$ cat src/rtl/afilt_sample_sched.sv
// ---------------------------------------------------------------------------
// afilt_sample_sched
//
// Sample scheduler for the adaptive filter datapath. Incoming audio samples
// are buffered in a small FIFO; while a frame runs, one sample is issued every
// SAMPLE_PERIOD cycles as a paired filter_en/desired_en strobe. The filter
// result is captured FILT_LAT cycles after each strobe and framed with
// out_vsync (whole frame) and out_href (one cycle per result).
//
// Ports:
//   clk_in1       system clock
//   rst_n         synchronous, active-low reset
//   start         one-cycle pulse, begins a frame when idle
//   abort         one-cycle pulse, terminates the frame and flushes the FIFO
//   in_data       input sample (feeds both filter_in and desired_in)
//   in_valid      in_data valid
//   in_ready      FIFO not full
//   filter_in     sample presented to the filter (held between issues)
//   desired_in    desired sample, always equal to filter_in
//   filter_en     one-cycle issue strobe
//   desired_en    identical to filter_en
//   filter_out    filter result
//   out_data      captured result
//   out_href      out_data valid, one cycle per result
//   out_vsync     high for the duration of a frame
//   busy          scheduler is not idle
//   underrun_cnt  saturating count of ticks that found the FIFO empty
//
// Optional feature (macro AFS_UNDERRUN_HOLD_EN):
//   When defined, a tick that finds the FIFO empty re-issues the last issued
//   sample of the frame (or 0 if none yet), so every tick produces a result.
//   When undefined, such a tick is skipped.
// ---------------------------------------------------------------------------
module afilt_sample_sched #(
  parameter int DW            = 16,
  parameter int SAMPLE_PERIOD = 1088,
  parameter int FRAME_LEN     = 200000,
  parameter int FIFO_DEPTH    = 8,
  parameter int FILT_LAT      = 3
) (
  input  logic          clk_in1,
  input  logic          rst_n,
  input  logic          start,
  input  logic          abort,
  input  logic [DW-1:0] in_data,
  input  logic          in_valid,
  output logic          in_ready,
  output logic [DW-1:0] filter_in,
  output logic [DW-1:0] desired_in,
  output logic          filter_en,
  output logic          desired_en,
  input  logic [DW-1:0] filter_out,
  output logic [DW-1:0] out_data,
  output logic          out_href,
  output logic          out_vsync,
  output logic          busy,
  output logic [15:0]   underrun_cnt
);

  localparam int              AW         = (FIFO_DEPTH > 1) ? $clog2(FIFO_DEPTH) : 1;
  localparam logic [AW:0]     DEPTH_L    = (AW+1)'(FIFO_DEPTH);
  localparam logic [15:0]     PER_LAST   = 16'(SAMPLE_PERIOD - 1);
  localparam logic [19:0]     FRAME_LAST = 20'(FRAME_LEN - 1);
  localparam logic [15:0]     LAT_INIT   = 16'(FILT_LAT);

  typedef enum logic [1:0] {
    S_IDLE  = 2'd0,
    S_RUN   = 2'd1,
    S_DRAIN = 2'd2,
    S_DONE  = 2'd3
  } state_t;

  function automatic logic [15:0] sat_inc16(input logic [15:0] v);
    return (v == 16'hFFFF) ? v : v + 16'd1;
  endfunction

  state_t state, state_nxt;

  logic signed [DW-1:0] fifo_mem [FIFO_DEPTH];
  logic [AW-1:0]        wr_ptr, rd_ptr;
  logic [AW:0]          fifo_cnt;
  logic                 fifo_empty;
  logic                 push;

  logic [15:0]          per_cnt;
  logic [19:0]          frame_cnt;
  logic [15:0]          lat_cnt;
  logic                 lat_act;

  logic                 tick;
  logic                 cap_p0;
  logic                 do_start, do_issue, do_pop, do_under, do_flush;
  logic signed [DW-1:0] issue_data_p0;

`ifdef AFS_UNDERRUN_HOLD_EN
  logic                 issued_any;
`endif

  assign fifo_empty = (fifo_cnt == '0);
  assign in_ready   = (fifo_cnt != DEPTH_L);
  assign push       = in_valid & in_ready;
  assign busy       = (state != S_IDLE);
  assign tick       = (state == S_RUN) && (per_cnt == PER_LAST);
  assign cap_p0     = lat_act && (lat_cnt == 16'd0);

  // Sample to issue on a tick: FIFO head, or (hold mode, FIFO empty) the
  // last issued sample of this frame, or 0 when nothing was issued yet.
`ifdef AFS_UNDERRUN_HOLD_EN
  assign issue_data_p0 = do_pop     ? fifo_mem[rd_ptr] :
                         issued_any ? $signed(filter_in) : '0;
`else
  assign issue_data_p0 = fifo_mem[rd_ptr];
`endif

  always_ff @(posedge clk_in1) begin
    if (!rst_n) state <= S_IDLE;
    else        state <= state_nxt;
  end

  // Abort dominates everything, including a tick or capture in the same cycle.
  always_comb begin
    state_nxt = state;
    do_start  = 1'b0;
    do_issue  = 1'b0;
    do_pop    = 1'b0;
    do_under  = 1'b0;
    do_flush  = 1'b0;
    if (abort) begin
      do_flush  = 1'b1;
      state_nxt = S_IDLE;
    end else begin
      case (state)
        S_IDLE: begin
          if (start) begin
            do_start  = 1'b1;
            state_nxt = S_RUN;
          end
        end
        S_RUN: begin
          if (tick) begin
            if (!fifo_empty) begin
              do_issue = 1'b1;
              do_pop   = 1'b1;
            end else begin
              do_under = 1'b1;
`ifdef AFS_UNDERRUN_HOLD_EN
              do_issue = 1'b1;
`endif
            end
            if (do_issue && (frame_cnt == FRAME_LAST)) state_nxt = S_DRAIN;
          end
        end
        S_DRAIN: begin
          if (cap_p0) state_nxt = S_DONE;
        end
        S_DONE: begin
          state_nxt = S_IDLE;
        end
        default: state_nxt = S_IDLE;
      endcase
    end
  end

  // Input FIFO. A flush discards any push arriving in the same cycle.
  always_ff @(posedge clk_in1) begin
    if (!rst_n || do_flush) begin
      wr_ptr   <= '0;
      rd_ptr   <= '0;
      fifo_cnt <= '0;
    end else begin
      if (push)   wr_ptr <= wr_ptr + 1'b1;
      if (do_pop) rd_ptr <= rd_ptr + 1'b1;
      case ({push, do_pop})
        2'b10:   fifo_cnt <= fifo_cnt + 1'b1;
        2'b01:   fifo_cnt <= fifo_cnt - 1'b1;
        default: fifo_cnt <= fifo_cnt;
      endcase
    end
  end

  always_ff @(posedge clk_in1) begin
    if (push) fifo_mem[wr_ptr] <= $signed(in_data);
  end

  // Period counter: restarts at 0 on frame start, only advances in RUN.
  always_ff @(posedge clk_in1) begin
    if (!rst_n || do_start) per_cnt <= '0;
    else if (state == S_RUN) per_cnt <= tick ? 16'd0 : per_cnt + 16'd1;
  end

  always_ff @(posedge clk_in1) begin
    if (!rst_n || do_start) frame_cnt <= '0;
    else if (do_issue)      frame_cnt <= frame_cnt + 20'd1;
  end

  // underrun_cnt survives abort; only reset or a new frame clears it.
  always_ff @(posedge clk_in1) begin
    if (!rst_n || do_start) underrun_cnt <= '0;
    else if (do_under)      underrun_cnt <= sat_inc16(underrun_cnt);
  end

`ifdef AFS_UNDERRUN_HOLD_EN
  always_ff @(posedge clk_in1) begin
    if (!rst_n || do_start) issued_any <= 1'b0;
    else if (do_issue)      issued_any <= 1'b1;
  end
`endif

  // Issue stage (p0 -> outputs): strobe and sample to the filter.
  always_ff @(posedge clk_in1) begin
    if (!rst_n) begin
      filter_en  <= 1'b0;
      desired_en <= 1'b0;
      filter_in  <= '0;
      desired_in <= '0;
    end else begin
      filter_en  <= do_issue;
      desired_en <= do_issue;
      if (do_issue) begin
        filter_in  <= issue_data_p0;
        desired_in <= issue_data_p0;
      end
    end
  end

  // Latency counter: armed with FILT_LAT alongside the strobe, so the capture
  // fires when filter_out becomes valid, FILT_LAT cycles after filter_en.
  always_ff @(posedge clk_in1) begin
    if (!rst_n || do_flush) begin
      lat_act <= 1'b0;
      lat_cnt <= '0;
    end else if (do_issue) begin
      lat_act <= 1'b1;
      lat_cnt <= LAT_INIT;
    end else if (lat_act) begin
      if (lat_cnt == 16'd0) lat_act <= 1'b0;
      else                  lat_cnt <= lat_cnt - 16'd1;
    end
  end

  // Capture stage (p0 -> outputs): result and framing.
  always_ff @(posedge clk_in1) begin
    if (!rst_n) begin
      out_href  <= 1'b0;
      out_data  <= '0;
      out_vsync <= 1'b0;
    end else begin
      out_href <= cap_p0 && !abort;
      if (cap_p0 && !abort) out_data <= filter_out;
      if (do_flush || state == S_DONE) out_vsync <= 1'b0;
      else if (do_start)               out_vsync <= 1'b1;
    end
  end

endmodule

$ cat config.mk
export PLATFORM = sky130hd
export DESIGN_NAME = afilt_sample_sched
export DESIGN_NICKNAME = d
export VERILOG_FILES = /design/src/rtl/afilt_sample_sched.sv
export SDC_FILE = /design/constraint.sdc
export NUM_CORES = 1
export LEC_CHECK = 0
export CELL_PAD_IN_SITES_DETAIL_PLACEMENT = 0
export CELL_PAD_IN_SITES_GLOBAL_PLACEMENT = 1
export CORE_ASPECT_RATIO = 2
export CORE_MARGIN = 5
export CORE_UTILIZATION = 40
export CTS_BUF_LIST = sky130_fd_sc_hd__clkbuf_8 sky130_fd_sc_hd__clkbuf_16
export DETAILED_ROUTE_END_ITERATION = 10
export GPL_ROUTABILITY_DRIVEN = 0
export GPL_TIMING_DRIVEN = 1
export PLACE_DENSITY = 0.73
export SYNTH_ARGS = -nofsm -noshare
export SYNTH_HDL_FRONTEND = slang
export SYNTH_SLANG_ARGS = --single-unit
$ cat constraint.sdc
create_clock -name clk_in1 -period 3.2 [get_ports clk_in1]
set_input_delay 0.8 -clock clk_in1 [delete_from_list [all_inputs] [get_ports clk_in1]]
set_output_delay 0.8 -clock clk_in1 [all_outputs]
set_load 0.05 [all_outputs]
==> impl_metrics.toml, run 1 <==
[detailed_routing]
drc_errors = 0
routed_wl_mm = 23.67
num_vias = 6813
postRouteAntennaNets = 0
drtIter0Drc = 304
wire_per_inst_um = 18.33
post_drt_via_cell_ratio = 5.277
drt-pass1-iter-count = 7

[cts]
cts_buffers = 23
cts_resized = 0
clock-root-buffer = "clkbuf_16"
cts_setup_buffers = 0
clk_pin_slew_ns = 0.07
clock_path_buffers = 3
cts_hold_buf = 0
cts_htree_levels = 1
cts_sinks = 244
insertion_delay_ns = 0.52
cts_tree = "yes"

[placement]
dp_cells = 1249
dp_hpwl_mm = 16.41
io_buffers = 106

[yosys]
seq_area_frac_synth_pct = 59.53
synth-compound-area-share_pct = 6.705
synthXorXnorAreaFrac_pct = 2.706
synth-main-ff-cell = "edfxtp_1"
synth.distinct_cells = 55
synth_edf_count = 128
yosysTopAreaCellShare_pct = 37.11
ys_top_cells_by_area = "edfxtp_1 37%, dfxtp_1 22%, mux4_2 7.0%"
ys_warn_count = 0
async_flop_share_pct = 0
synth_adder_area_share_pct = 1.812
syn_area_um2 = 10360
yosys.area_share.simple_pct = 15.35
muxShareOfSynthArea_pct = 10.73
synth_top_family_by_area = "simple AND/OR/NAND/NOR gates"
synthCells = 827
syn_nets = 879
syn_avg_cell_area_um2 = 12.52
synth_area_leader_cell = "edfxtp_1"
ys_seq_elements = 244

[critical_path]
crit_slowest_cell = "or4_4"
cp.arrival_ns = 3.45
cp_slowest_stage_delay_ns = 0.59
critical_path.top_delay_family = "simple AND/OR/NAND/NOR gates"
crit_type = "reg -> reg"
crit_path_start_kind = "register"
worstPathCellList = "or4_4 > or4_4 > nor4_4 > ha_1 > xor2_1 > ha_1 > a21oi_1 > xor2_1 > or3_1 > a21oi_1"
crit_fanout = 7
crit_required_ns = 3.64
cp.buffers_inverters = 0
cp-end-kind = "register"

[run_status]
status = "finished clean"

[sta]
rsz0062_at_grt = "false"
finalSetupViolCount = 0
whs_ns = 0.4811
finalMaxSlewViolations = 0
tightest_slew_ns = 1.146
fmax_ghz = 0.3327
final_hold_viol_count = 0
maxSlewHeadroom_pct = 23.12
fin_crit_ns = 3.006
fin_setup_tns_ns = 0
fin_crit_sh_pct = 93.94
skew_ns = 0.02242

[grt]
grt_start_max_net_pins = 35
track_usage_pct = 16.15
grt_pass1_vias = 6871
grt_remaining_overflow = 0
antenna_found_initial = 1
grt_pass1_wl_mm = 37.42

[floorplanning]
io_pins = 107
dieArea_um2 = 29410
fp.dieW_um = 123.8
die_y_um = 237.6
fp-row-count = 83
core_area_um2 = 25650
start_util_pct = 40.38

[power]
power.density_nw_per_um2 = 502.4
switching_share_pct = 20.55
p_seq_share_pct = 52.3
vdd_ir_drop_max_uv = 501.8
combPwrFrac_pct = 3.1
p_leak_nw = 4.235
intPower_mw = 5.041
clkPwrFrac_pct = 44.6
switchingPower_mw = 1.304

[layout]
fill_cells = 2339
final_cell_mix = "128 x edfxtp_1, 115 x dfxtp_1, 106 x clkdlybuf4s50_1"
layout-drive-gt1-share_pct = 12.74
synthToLayoutAreaGrowth_pct = 21.91
multi_input_area_um2 = 3901
final_common_cell = "edfxtp_1"
nets = 986
final_cells = 1291
register_area_um2 = 6167

[hold_path]
hold_class = "reg -> reg"

[run]
drv_cap = 0
state kept, by name, indices dropped and copies added, names as in the netlist, 2 cells and up:
signal / cells
fifo_cnt: 4
desired_in: 16
out_data: 16
underrun_cnt: 16
wr_ptr: 3
rd_ptr: 3
lat_cnt: 16
per_cnt: 16
state: 2
frame_cnt: 20
fifo_mem: 128
kinds of logic (layout without fill, tap and decap cells):
family	count (synthesis)	after routing
buffers and inverters	68	191
XOR/XNOR	32	32
multiplexers	71	71
adder cells (fa/ha/maj)	15	15
other	0	1
AND/OR/NAND/NOR	290	290
flip-flops	244	244
AO/OA/AOI/OAI	107	107
path summary, 6_finish.rpt:
path / start / endpoint / slack, ns / cells past startpoint
worst max-delay path: per_cnt[6] / fifo_cnt[2] / 0.19 / 10
worst min-delay path: lat_cnt[13] / lat_cnt[13] / 0.48 / 2
worst max register to register: per_cnt[6] / fifo_cnt[2] / 0.19 / 10
worst min register to register: lat_cnt[13] / lat_cnt[13] / 0.48 / 2
Yosys cell counts (12+ instances only):
library cell,instances
a21oi_1,43
buf_4,17
clkbuf_1,30
dfxtp_1,116
edfxtp_1,128
ha_1,15
inv_1,14
mux2i_1,39
mux4_2,32
nand2_1,62
nand3_1,21
nand4_1,22
nor2_1,52
nor2b_1,19
nor3_1,14
nor4_1,15
o211a_1,17
o21ai_0,19
or3_1,19
or4_1,19
xnor2_1,12
xor2_1,20
power groups by stage:
stage / registers (mW) / clock network (mW) / logic (mW)
detailed placement: 3.39 / 0 / 0.197
global placement: 3.39 / 0 / 0.195
finish: 3.32 / 2.83 / 0.195
CTS: 3.32 / 2.92 / 0.198
floorplan: 3.39 / 0 / 0.0865
global route: 3.32 / 3.03 / 0.213
stage by stage:
stage               setup WS, ns  cell area, um^2  power, mW  util [%]
floorplan                0.07385            10370      3.477         -
global placement          0.1527            11840      3.584     46.17
global route            0.007634            12630      6.563     49.23
finish                    0.1939            12630      6.344     49.23
detailed placement        0.1478            11840      3.587     46.17
CTS                       0.1800            12620      6.440     49.21
tightest hold or removal path: cells and delay by family, from the launching register on:
kind / cells / cell delay [ns]
AOI/OAI and AO/OA: 2 / 0.11
DFF: 1 / 0.32
per-layer routing:
metal  track usage, %  wire [um]  vias to the layer above
li1                 -          -                     3318
met1            16.98       8652                     3361
met2            31.90      13770                      103
met3            2.119        699                       31
met4            5.042        541                        0
met5                0          0                        -
final cells by class:
| cell class | instances | share of cell area, % |
|---|---|---|
| multi-input cells | 515 | 30.90 |
| clock buffers | 23 | 4.558 |
| inverters | 14 | 0.4162 |
| diodes | 1 | 0.01982 |
| well taps | 340 | 3.369 |
| flip-flops and latches | 244 | 48.84 |
| clock inverters | 18 | 1.615 |
| repair buffers | 136 | 10.29 |
Power figures use the tool's default switching activity.
==> run 2: changes to the inputs <==
--- a/config.mk
+++ b/config.mk
@@ -10,11 +10,11 @@
 export CORE_ASPECT_RATIO = 2
 export CORE_MARGIN = 5
 export CORE_UTILIZATION = 40
-export CTS_BUF_LIST = sky130_fd_sc_hd__clkbuf_8 sky130_fd_sc_hd__clkbuf_16
 export DETAILED_ROUTE_END_ITERATION = 10
 export GPL_ROUTABILITY_DRIVEN = 0
 export GPL_TIMING_DRIVEN = 1
 export PLACE_DENSITY = 0.73
+export SLEW_MARGIN = 0
 export SYNTH_ARGS = -nofsm -noshare
 export SYNTH_HDL_FRONTEND = slang
 export SYNTH_SLANG_ARGS = --single-unit
==> run 2 against run 1 <==
Critical path depth is the same. Core utilization stayed put. Sequential cell count is the same. Count of clock-buffer cells in the layout up 2. Final area unchanged. Sequential share of layout area did not move. Worst hold slack about the same.
==> impl_metrics.toml, run 2 (synthesis gave the netlist of run 1 again) <==
[critical_path]
rrSetupSlack_ns = 0.19
reg2reg_from = "per_cnt[6]"
critPathLaunch = "per_cnt[6]"
crit_required_ns = 3.64
critPathCapture = "fifo_cnt[2]"
cp.arrival_ns = 3.45
crit_path_start_kind = "register"
cp-end-kind = "register"
r2r_end = "fifo_cnt[2]"
crit_type = "reg -> reg"
crit_fanout = 7
r2r_cells = 10

[floorplanning]
die_y_um = 237.6
dieArea_um2 = 29410
core_area_um2 = 25650
fp-row-count = 83
fp.dieW_um = 123.8
start_util_pct = 40.38
io_pins = 107

[detailed_routing]
postRouteAntennaNets = 0
wire_per_inst_um = 18.34
drt-pass1-iter-count = 7
routed_wl_mm = 23.68
num_vias = 6806
drtIter0Drc = 319
post_drt_via_cell_ratio = 5.272
drc_errors = 0

[sta]
fin_setup_tns_ns = 0
final_hold_viol_count = 0
maxSlewHeadroom_pct = 23.12
fin_crit_sh_pct = 93.94
fmax_ghz = 0.3327
rsz0062_at_grt = "false"
fin_crit_ns = 3.006
skew_ns = 0.02240
finalSetupViolCount = 0
finalMaxSlewViolations = 0
tightest_slew_ns = 1.146

[grt]
grt_start_max_net_pins = 35
track_usage_pct = 16.15
grt_pass1_wl_mm = 37.42
grt_pass1_vias = 6871
antenna_found_initial = 1
grt_remaining_overflow = 0

[run_status]
status = "finished clean"

[power]
clkPwrFrac_pct = 44.6
switchingPower_mw = 1.302
power.density_nw_per_um2 = 502.8
vdd_ir_drop_max_uv = 501.8
p_leak_nw = 4.227
p_seq_share_pct = 52.3
intPower_mw = 5.047
switching_share_pct = 20.50
combPwrFrac_pct = 3.1

[layout]
synthToLayoutAreaGrowth_pct = 21.91
utilization_pct = 49.23
layout-drive-gt1-share_pct = 12.74
nets = 986
fill_cells = 2339
largestRegisters = "fifo_mem (128), frame_cnt (20)"
largest_reg_flops = 128
final_cells = 1291
multi_input_area_um2 = 3901
final_cell_mix = "128 x edfxtp_1, 115 x dfxtp_1, 106 x clkdlybuf4s50_1"
regMostFlops = "fifo_mem"
register_area_um2 = 6167
final_common_cell = "edfxtp_1"

[cts]
clock_path_buffers = 3
insertion_delay_ns = 0.52
clk_pin_slew_ns = 0.07
cts_resized = 0
cts_tree = "yes"
cts_sinks = 244
cts_buffers = 23
cts_setup_buffers = 0
cts_hold_buf = 0
cts_htree_levels = 1
clock-root-buffer = "clkbuf_16"

[placement]
dp_hpwl_mm = 16.41
dp_cells = 1249
io_buffers = 106

[hold_path]
hold_class = "reg -> reg"
hold_path_startpoint = "lat_cnt[13]"

[run]
drv_cap = 0
-- run 2: final cells by class --
| type | instances | area share (%) |
|---|---|---|
| clock buffer | 25 | 4.618 |
| inverter | 14 | 0.4162 |
| tap | 340 | 3.369 |
| sequential | 244 | 48.84 |
| multi-input combinational | 515 | 30.90 |
| antenna | 1 | 0.01982 |
| timing repair buffer | 136 | 10.29 |
| clock inverter | 16 | 1.556 |
-- run 2: per-layer routing --
layer / wire length (um) / share of wire (%) / vias up / track usage, %
li1: - / - / 3319 / -
met1: 8663 / 37 / 3351 / 16.98
met2: 13770 / 58 / 105 / 31.90
met3: 698 / 2.9 / 31 / 2.119
met4: 543 / 2.3 / 0 / 5.042
met5: 0 / 0 / - / 0
-- run 2: metrics by stage --
| stage | worst slack, ns | hold WS (ns) | power, mW | cell area, um^2 |
|---|---|---|---|---|
| after floorplan | 0.07385 | 0.4519 | 3.477 | 10370 |
| after global placement | 0.1527 | 0.4639 | 3.584 | 11840 |
| after detailed placement | 0.1478 | 0.4727 | 3.587 | 11840 |
| after CTS | 0.1800 | 0.4856 | 6.446 | 12620 |
| after global routing | 0.007634 | 0.5283 | 6.569 | 12630 |
| final | 0.1939 | 0.4811 | 6.349 | 12630 |
-- run 2: worst max-delay path: stages (launching register included) --
cell,delay [ns]
dfxtp_1,0.38
or4_4,0.59
or4_4,0.56
nor4_4,0.20
ha_1,0.23
xor2_1,0.16
ha_1,0.17
a21oi_1,0.05
xor2_1,0.16
or3_1,0.30
a21oi_1,0.13
-- run 2: power by group through the flow --
stage / clock, mW / combinational, mW / sequential (mW)
global route: 3.04 / 0.213 / 3.32
detailed placement: 0 / 0.197 / 3.39
finish: 2.83 / 0.195 / 3.32
floorplan: 0 / 0.0865 / 3.39
global placement: 0 / 0.195 / 3.39
CTS: 2.93 / 0.198 / 3.32
-- run 2: worst min-delay path by stage --
stage                  endpoint  slack [ns]  cells after the start
floorplan           lat_cnt[13]        0.45                      2
global placement    lat_cnt[13]        0.46                      2
detailed placement  lat_cnt[13]        0.47                      2
CTS                 lat_cnt[13]        0.49                      2
global route         per_cnt[1]        0.53                      2
finish              lat_cnt[13]        0.48                      2
==> run 3: changes to the inputs <==
--- a/config.mk
+++ b/config.mk
@@ -10,6 +10,7 @@
 export CORE_ASPECT_RATIO = 2
 export CORE_MARGIN = 5
 export CORE_UTILIZATION = 40
+export CTS_CLUSTER_SIZE = 24
 export DETAILED_ROUTE_END_ITERATION = 10
 export GPL_ROUTABILITY_DRIVEN = 0
 export GPL_TIMING_DRIVEN = 1
==> results of run 3 <==
No change in the layout: final DEF, timing and power equal those of run 2.
